[src/rtl/hit_generator.sv]
// Programmable hit pulse train generator for TDC front-end calibration.
// Three-state FSM (IDLE/HIGH/LOW) with latched burst configuration and registered outputs.
module hit_generator (
  input  logic        iClk,
  input  logic        iRst,
  input  logic        enable,
  input  logic        iStart,
  input  logic        iStop,
  input  logic [15:0] iHighCnt,
  input  logic [15:0] iLowCnt,
  input  logic [15:0] iNumPulses,
  output logic        oHit,
  output logic        oRiseStrobe,
  output logic        oFallStrobe,
  output logic        oBusy,
  output logic        oDone,
  output logic [15:0] oPulseCount
);

  typedef enum logic [1:0] {IDLE, HIGH, LOW} state_t;

  state_t      state_q, state_d;
  logic [15:0] high_len_q, high_len_d;
  logic [15:0] low_len_q, low_len_d;
  logic [15:0] num_q, num_d;
  logic [15:0] cnt_q, cnt_d;
  logic [15:0] pcount_q, pcount_d;
  logic        stop_pend_q, stop_pend_d;
  logic        hit_q, hit_d;
  logic        rise_q, rise_d;
  logic        fall_q, fall_d;
  logic        busy_q, busy_d;
  logic        done_q, done_d;

  // State and datapath registers; enable=0 freezes everything except the strobes,
  // which fall to 0 because the output logic sees no state transition.
  always_ff @(posedge iClk or negedge iRst) begin
    if (!iRst) begin
      state_q     <= IDLE;
      high_len_q  <= '0;
      low_len_q   <= '0;
      num_q       <= '0;
      cnt_q       <= '0;
      pcount_q    <= '0;
      stop_pend_q <= 1'b0;
      hit_q       <= 1'b0;
      rise_q      <= 1'b0;
      fall_q      <= 1'b0;
      busy_q      <= 1'b0;
      done_q      <= 1'b0;
    end else begin
      state_q     <= state_d;
      high_len_q  <= high_len_d;
      low_len_q   <= low_len_d;
      num_q       <= num_d;
      cnt_q       <= cnt_d;
      pcount_q    <= pcount_d;
      stop_pend_q <= stop_pend_d;
      hit_q       <= hit_d;
      rise_q      <= rise_d;
      fall_q      <= fall_d;
      busy_q      <= busy_d;
      done_q      <= done_d;
    end
  end

  always_comb begin
    state_d     = state_q;
    high_len_d  = high_len_q;
    low_len_d   = low_len_q;
    num_d       = num_q;
    cnt_d       = cnt_q;
    pcount_d    = pcount_q;
    stop_pend_d = stop_pend_q;
    if (enable) begin
      case (state_q)
        IDLE: begin
          if (iStart && !iStop) begin
            state_d     = HIGH;
            high_len_d  = (iHighCnt == 16'd0) ? 16'd1 : iHighCnt;
            low_len_d   = (iLowCnt == 16'd0) ? 16'd1 : iLowCnt;
            num_d       = iNumPulses;
            pcount_d    = '0;
            cnt_d       = 16'd1;
            stop_pend_d = 1'b0;
          end
        end
        HIGH: begin
          // A stop seen mid-phase is remembered so the pulse is never truncated.
          if (cnt_q >= high_len_q) begin
            pcount_d    = pcount_q + 16'd1;
            cnt_d       = 16'd1;
            state_d     = (iStop || stop_pend_q) ? IDLE : LOW;
            stop_pend_d = 1'b0;
          end else begin
            cnt_d = cnt_q + 16'd1;
            if (iStop) stop_pend_d = 1'b1;
          end
        end
        LOW: begin
          if (iStop) begin
            state_d = IDLE;
          end else if (cnt_q >= low_len_q) begin
            cnt_d   = 16'd1;
            state_d = ((num_q != 16'd0) && (pcount_q == num_q)) ? IDLE : HIGH;
          end else begin
            cnt_d = cnt_q + 16'd1;
          end
        end
        default: state_d = IDLE;
      endcase
    end
  end

  // Outputs are precomputed from the next state so the registered outputs line up with it.
  always_comb begin
    hit_d  = (state_d == HIGH);
    busy_d = (state_d != IDLE);
    rise_d = enable && (state_d == HIGH) && (state_q != HIGH);
    fall_d = enable && (state_q == HIGH) && (state_d != HIGH);
    done_d = enable && (state_q != IDLE) && (state_d == IDLE);
  end

  assign oHit        = hit_q;
  assign oRiseStrobe = rise_q;
  assign oFallStrobe = fall_q;
  assign oBusy       = busy_q;
  assign oDone       = done_q;
  assign oPulseCount = pcount_q;

endmodule

[config.mk]
export PLATFORM = sky130hd
export DESIGN_NAME = hit_generator
export DESIGN_NICKNAME = d
export VERILOG_FILES = /design/src/rtl/hit_generator.sv
export SDC_FILE = /design/constraint.sdc
export NUM_CORES = 1
export LEC_CHECK = 0
export CAP_MARGIN = 20
export CELL_PAD_IN_SITES_DETAIL_PLACEMENT = 1
export CELL_PAD_IN_SITES_GLOBAL_PLACEMENT = 1
export CORE_MARGIN = 2
export CORE_UTILIZATION = 44
export CTS_BUF_LIST = sky130_fd_sc_hd__clkbuf_2
export DETAILED_ROUTE_END_ITERATION = 8
export PLACE_DENSITY = 0.84
export SLEW_MARGIN = 10
export SYNTH_ARGS = -nofsm -noshare
export SYNTH_HDL_FRONTEND = slang
export SYNTH_SLANG_ARGS = --single-unit
[constraint.sdc]
create_clock -name iClk -period 2.6 [get_ports iClk]
set_input_delay 0.52 -clock iClk [delete_from_list [all_inputs] [get_ports iClk]]
set_output_delay 0.52 -clock iClk [all_outputs]
set_load 0.02 [all_outputs]
# Word level (Yosys, flattened, before mapping)
# Index checks and enable logic that the tools add are counted.
totals:
  wordCells: 71
  in_bits: 53
  ff_bits: 88
classes:
  n_reduce_logical: 23
  n_eq_ne: 10
  magnitude_cmp: 2
  addsub: 2
  muxes: 22
ops:
  columns: ["op", "n"]
  rows:
  - ["two-way mux 16 bit", 8]
  - ["case mux 16 bit (3 select lines)", 1]
  - ["adder 16 x 1 -> 16 bit, second input constant", 2]
  - ["greater-or-equal comparator 16 bit", 2]
  - ["zero test 16 bit", 2]
  - ["case mux 16 bit (2 select lines)", 1]
  - ["equality test 16 bit", 1]
  - ["nonzero test 16 bit", 1]
  - ["two-way mux 2 bit", 6]
  - ["AND reduction 4 bit", 3]
  - ["logical AND 1 bit", 8]
  - ["!= test 2 bit, second input constant", 3]
  - ["case mux 2 bit (3 select lines)", 1]
  - ["nonzero test 2 bit", 3]
  - ["equality test 2 x 1 -> 1 bit, second input constant", 2]
  - ["zero test 2 bit", 2]
  - ["two-way mux 1 bit", 4]
  - ["!= test 2 x 1 -> 1 bit, second input constant", 2]
  - ["!= test 3 bit, second input constant", 1]
  - ["AND reduction 3 bit", 1]
  - ["nonzero test 3 bit", 1]
  - ["equality test 2 bit, second input constant", 1]
  - ["case mux 1 bit (2 select lines)", 1]
  - ["zero test 1 bit", 1]
  - ["logical OR 1 bit", 1]

# Longest topological paths before layout
logic_depth:
  ltp_word: 10
  depth_mapped: 10
  ltp_nobuf: 9

# Worst setup path after synthesis
# OpenSTA, ideal clock, no wires.
synth_path:
  path_kind: "register to register"
  startpoint: "register cnt_q[9]"
  endpoint: "register pcount_q[11] (netlist: oPulseCount[11])"
  path_stages_with_launch: 9
  required_time_ns: 2.531
  synth_period_minus_slack_ns: 2.372
  n_path_buf: 0
  path_slack_ns: 0.228
  t_arrival_ns: 2.303
  cell_sequence: "dfrtp_1 ha_1 o21ai_1 nor4b_1 o311a_4 nor4b_4 o21ai_2 or4b_1 nand3_1"
synth_between:
  elab_chain_cells: 3
synth_rtl:
  columns: ["item", "line", "source"]
  rows:
  - ["from (decl)", "26", "logic [15:0] cnt_q, cnt_d;"]
  - ["from (signal assigned)", "56", "cnt_q <= cnt_d;"]
  - ["greater-or-equal comparator 16 bit", "90", "if (cnt_q >= high_len_q) begin"]
  - ["!= test 2 bit (no line)", null, null]
  - ["AND reduction 4 bit (no line)", null, null]
  - ["to (signal assigned)", "57", "pcount_q <= pcount_d;"]
  - ["to (decl)", "27", "logic [15:0] pcount_q, pcount_d;"]
# Every way passes these cells.
# A chain may end at the register's enable or synchronous reset.

# Final worst setup path
# Ends and elaborated chain as after synthesis.

==> summary.txt <==
Die
  – DIE HEIGHT: approximately 110 µm
  – Die area: 0.01274 mm²
  – Initial Util: 45.28%
  – Core area: 0.01152 mm²
  – Die width: 112.9 µm
  – IO Pins: 74
  – Site Rows: 39

Critical path
  – Worst path max stage delay: 0.57 ns
  – Path type of the worst setup path: reg -> reg
  – WP buf/inv: 0
  – Largest delay contributor family on the critical path: simple AND/OR/NAND/NOR gates
  – Slowest CP cell: or4b_4
  – Crit path required time: around 3.2 ns
  – Crit path max fanout: 6
  – Reg2reg start: cnt_q[9]$_DFFE_PN0P_
  – Crit. End Element: flop
  – Crit path DAT: 3.13 ns
  – Worst Setup SP: cnt_q[9]$_DFFE_PN0P_
  – Cells along the critical path: ha_4, o21ai_1, nor4b_4, o311a_4, nor4b_4, o21ai_4, or4b_4, nand3_2
  – CP Launch Type: flop
  – Most used cell, CP: nor4b_4

Layout
  – Syn-to-layout area delta: 27.85%
  – Most common cell after layout, fill and taps aside: dfrtp_1
  – Proportion of layout cells with a drive suffix above 1: 21.39%
  – N_diodes: 0
  – Most frequent cells in the layout: dfrtp_1 (88), clkdlybuf4s50_1 (72), nand2_1 (48)
  – NumNets Final: roughly 700

Timing
  – Setup TNS Final: 0 ns
  – Final Critical Period: around 2.6 ns
  – Setup WS post-layout: ~0.012 ns
  – Hold Vio Cnt, Final: 0
  – Worst slew margin: just under 60%
  – Endpoints failing setup: 0
  – Fmax: 386.4 MHz
  – Tcrit/Tclk final: between 90% and 100%
  – Worst Tran Pin Value: 0.6139 ns
  – RSZ-0062 raised after global routing: true
  – Slew Viols, Final: 0
  – Clock skew: 0.02585 ns

Place
  – Global placement routability congestion: 0.8637
  – DP Wirelength: 11430 µm
  – PortBufs: between 70 and 80
  – DP Worst Slack: -0.06042 ns

Clock network
  – Clock slew seen by the registers of the worst setup and hold paths: 0.24 ns
  – Max H-tree Level: 3
  – Insertion delay to the later sink of the worst-skew pair: 0.59 ns
  – CTS root buf: clkbuf_2
  – CTS buffer count: 9
  – TritonCTS clock tree: yes
  – CTS sink cnt: 88
  – Clock Tree Buf Depth: 2

Global route
  – Initial antenna violation count: 0
  – GR Layer Usage met1: approximately 33%
  – Global route overflow: 0
  – Number of global-route vias before repair: 4806
  – Largest net degree at the start of global routing: 45
  – Global Route Usage Sum: 24.32%
  – GR Layer Usage met2: 38.71%
  – First-pass GRT wire length: 24670 µm
  – Met3 Use GR: 4.285%
  – Global route hottest layer: met2

Pwr
  – P per Cell Area: between 900 and 1000 mW/mm²
  – Leak: slightly above 3 nW
  – Max rail drop VDD: slightly below 0.5 mV

Hold path
  – Worst Hold Class: in -> async

Run status
  – Violated checks: design-rule violations
  – Status: finished, violations left

Flow run
  – Max_cap viols: 0

Logic synthesis
  – Async set-reset flop share out of synthesis: 100.0%
  – Synth Net Count: 611
  – Primary FF master, synth: dfrtp_1
  – Synth Warn #: 0
  – Post-synthesis cell type count: 48
  – Synth Instances: 519
  – Post-synth EDFFs: 0
  – Post-synthesis register bit count: 88
  – Synth Area per Inst: 10.05 µm²
  – Share of the yosys chip area belonging to registers: 42.23%
  – Synthesized cell area: between 0.005 and 0.006 mm²

Detailed routing
  – DRT antenna net count: 0
  – DR DRC count: 3
  – Drt pass-1 iters: 7
  – Final WL: 15510 µm
  – Routed length per instance: 20.03 µm
  – Starting DRT DRC Count: 246
  – Vias: 4467
  – Vias per cell: 5.771
metal layers:
metal,up-vias,wire length (µm)
met3,25,581
met1,2250,7096
met5,-,0
met4,0,304
met2,99,7523
li1,2093,-
registers in the layout (all words and copies together) (netlist names):
signal / count
stop_pend_q: 1
oBusy: 1
oHit: 1
oRiseStrobe: 1
oDone: 1
num_q: 16
oPulseCount: 16
low_len_q: 16
high_len_q: 16
state_q: 2
oFallStrobe: 1
cnt_q: 16
cells in the mapped netlist, types with 11 or more instances:
cell type	count	share of area, %
dfrtp_1	88	42
nand2_1	48	3.5
mux2_2	47	10
inv_1	43	3.1
ha_1	39	9.4
nand3_1	27	2.6
nor2_1	21	1.5
o21ai_0	18	1.7
a21oi_1	14	1.3
nor4_1	13	1.6
a21o_1	12	1.7
nand4_1	12	1.4
a22o_1	11	1.8
worst paths after layout:
| check | slack, ns | end | cells after the start |
|---|---|---|---|
| max reg2reg | 0.01 | oPulseCount[11]$_DFFE_PN0P_ | 8 |
| min in group iClk | 0.53 | num_q[5]$_DFFE_PN0P_ | 2 |
| max in group asynchronous | 1.55 | low_len_q[8]$_DFFE_PN0P_ | 3 |
| min reg2reg | 0.54 | low_len_q[12]$_DFFE_PN0P_ | 1 |
| min | 0.45 | oPulseCount[1]$_DFFE_PN0P_ | 2 |
| max | 0.01 | oPulseCount[11]$_DFFE_PN0P_ | 8 |
stage by stage:
stage          utilization, %  hold WS [ns]  area [µm²]  std cells  power [mW]
2_1_floorplan               -        0.2244        5215        519       4.415
3_3_place_gp            55.13        0.4899        6349        753       5.416
3_5_place_dp            55.13        0.4983        6349        753       5.633
4_1_cts                 56.27        0.4285        6480        770       6.381
5_1_grt                 57.90        0.4263        6668        774       7.130
6_report                57.90        0.4465        6668        774       6.645
layout make-up:
type / instances / area (µm²)
Fill cell: 1279 / 4848
Multi-Input combinational cell: 373 / 2964
Sequential cell: 88 / 2202
Timing Repair Buffer: 112 / 1062
Tap cell: 143 / 178.9
Inverter: 43 / 161.4
Clock buffer: 10 / 50.05
Clock inverter: 5 / 48.80
what timing repair did:
item / CTS / global route
endpoints found under the setup margin: 23 / 37
hold buffers: 1 / 0
setup buffers: 1 / 4
pin swaps: 2 / 17
gates resized for setup: 7 / 35
endpoints found under the hold margin: 41 / 0
cell families (layout without fill, tap and decap cells):
| logic type | after synthesis | in the layout | synth area share, % |
|---|---|---|---|
| muxes | 48 | 48 | 10.34 |
| xor gates and xnor gates | 16 | 16 | 2.687 |
| adders and majority gates | 39 | 39 | 9.357 |
| AOI/OAI and AO/OA | 95 | 95 | 13.10 |
| DFF | 88 | 88 | 42.23 |
| buffers and inverters | 58 | 170 | 4.318 |
| and+or+nand+nor | 175 | 175 | 17.97 |
where the power goes:
part / switching (mW) / total, mW / internal (mW)
clock: 0.485 / 0.698 / 0.213
combinational: 1.85 / 3.48 / 1.63
sequential: 0.544 / 2.47 / 1.93
total: 2.88 / 6.65 / 3.77
No activity file was read; power rests on OpenSTA's default activity.
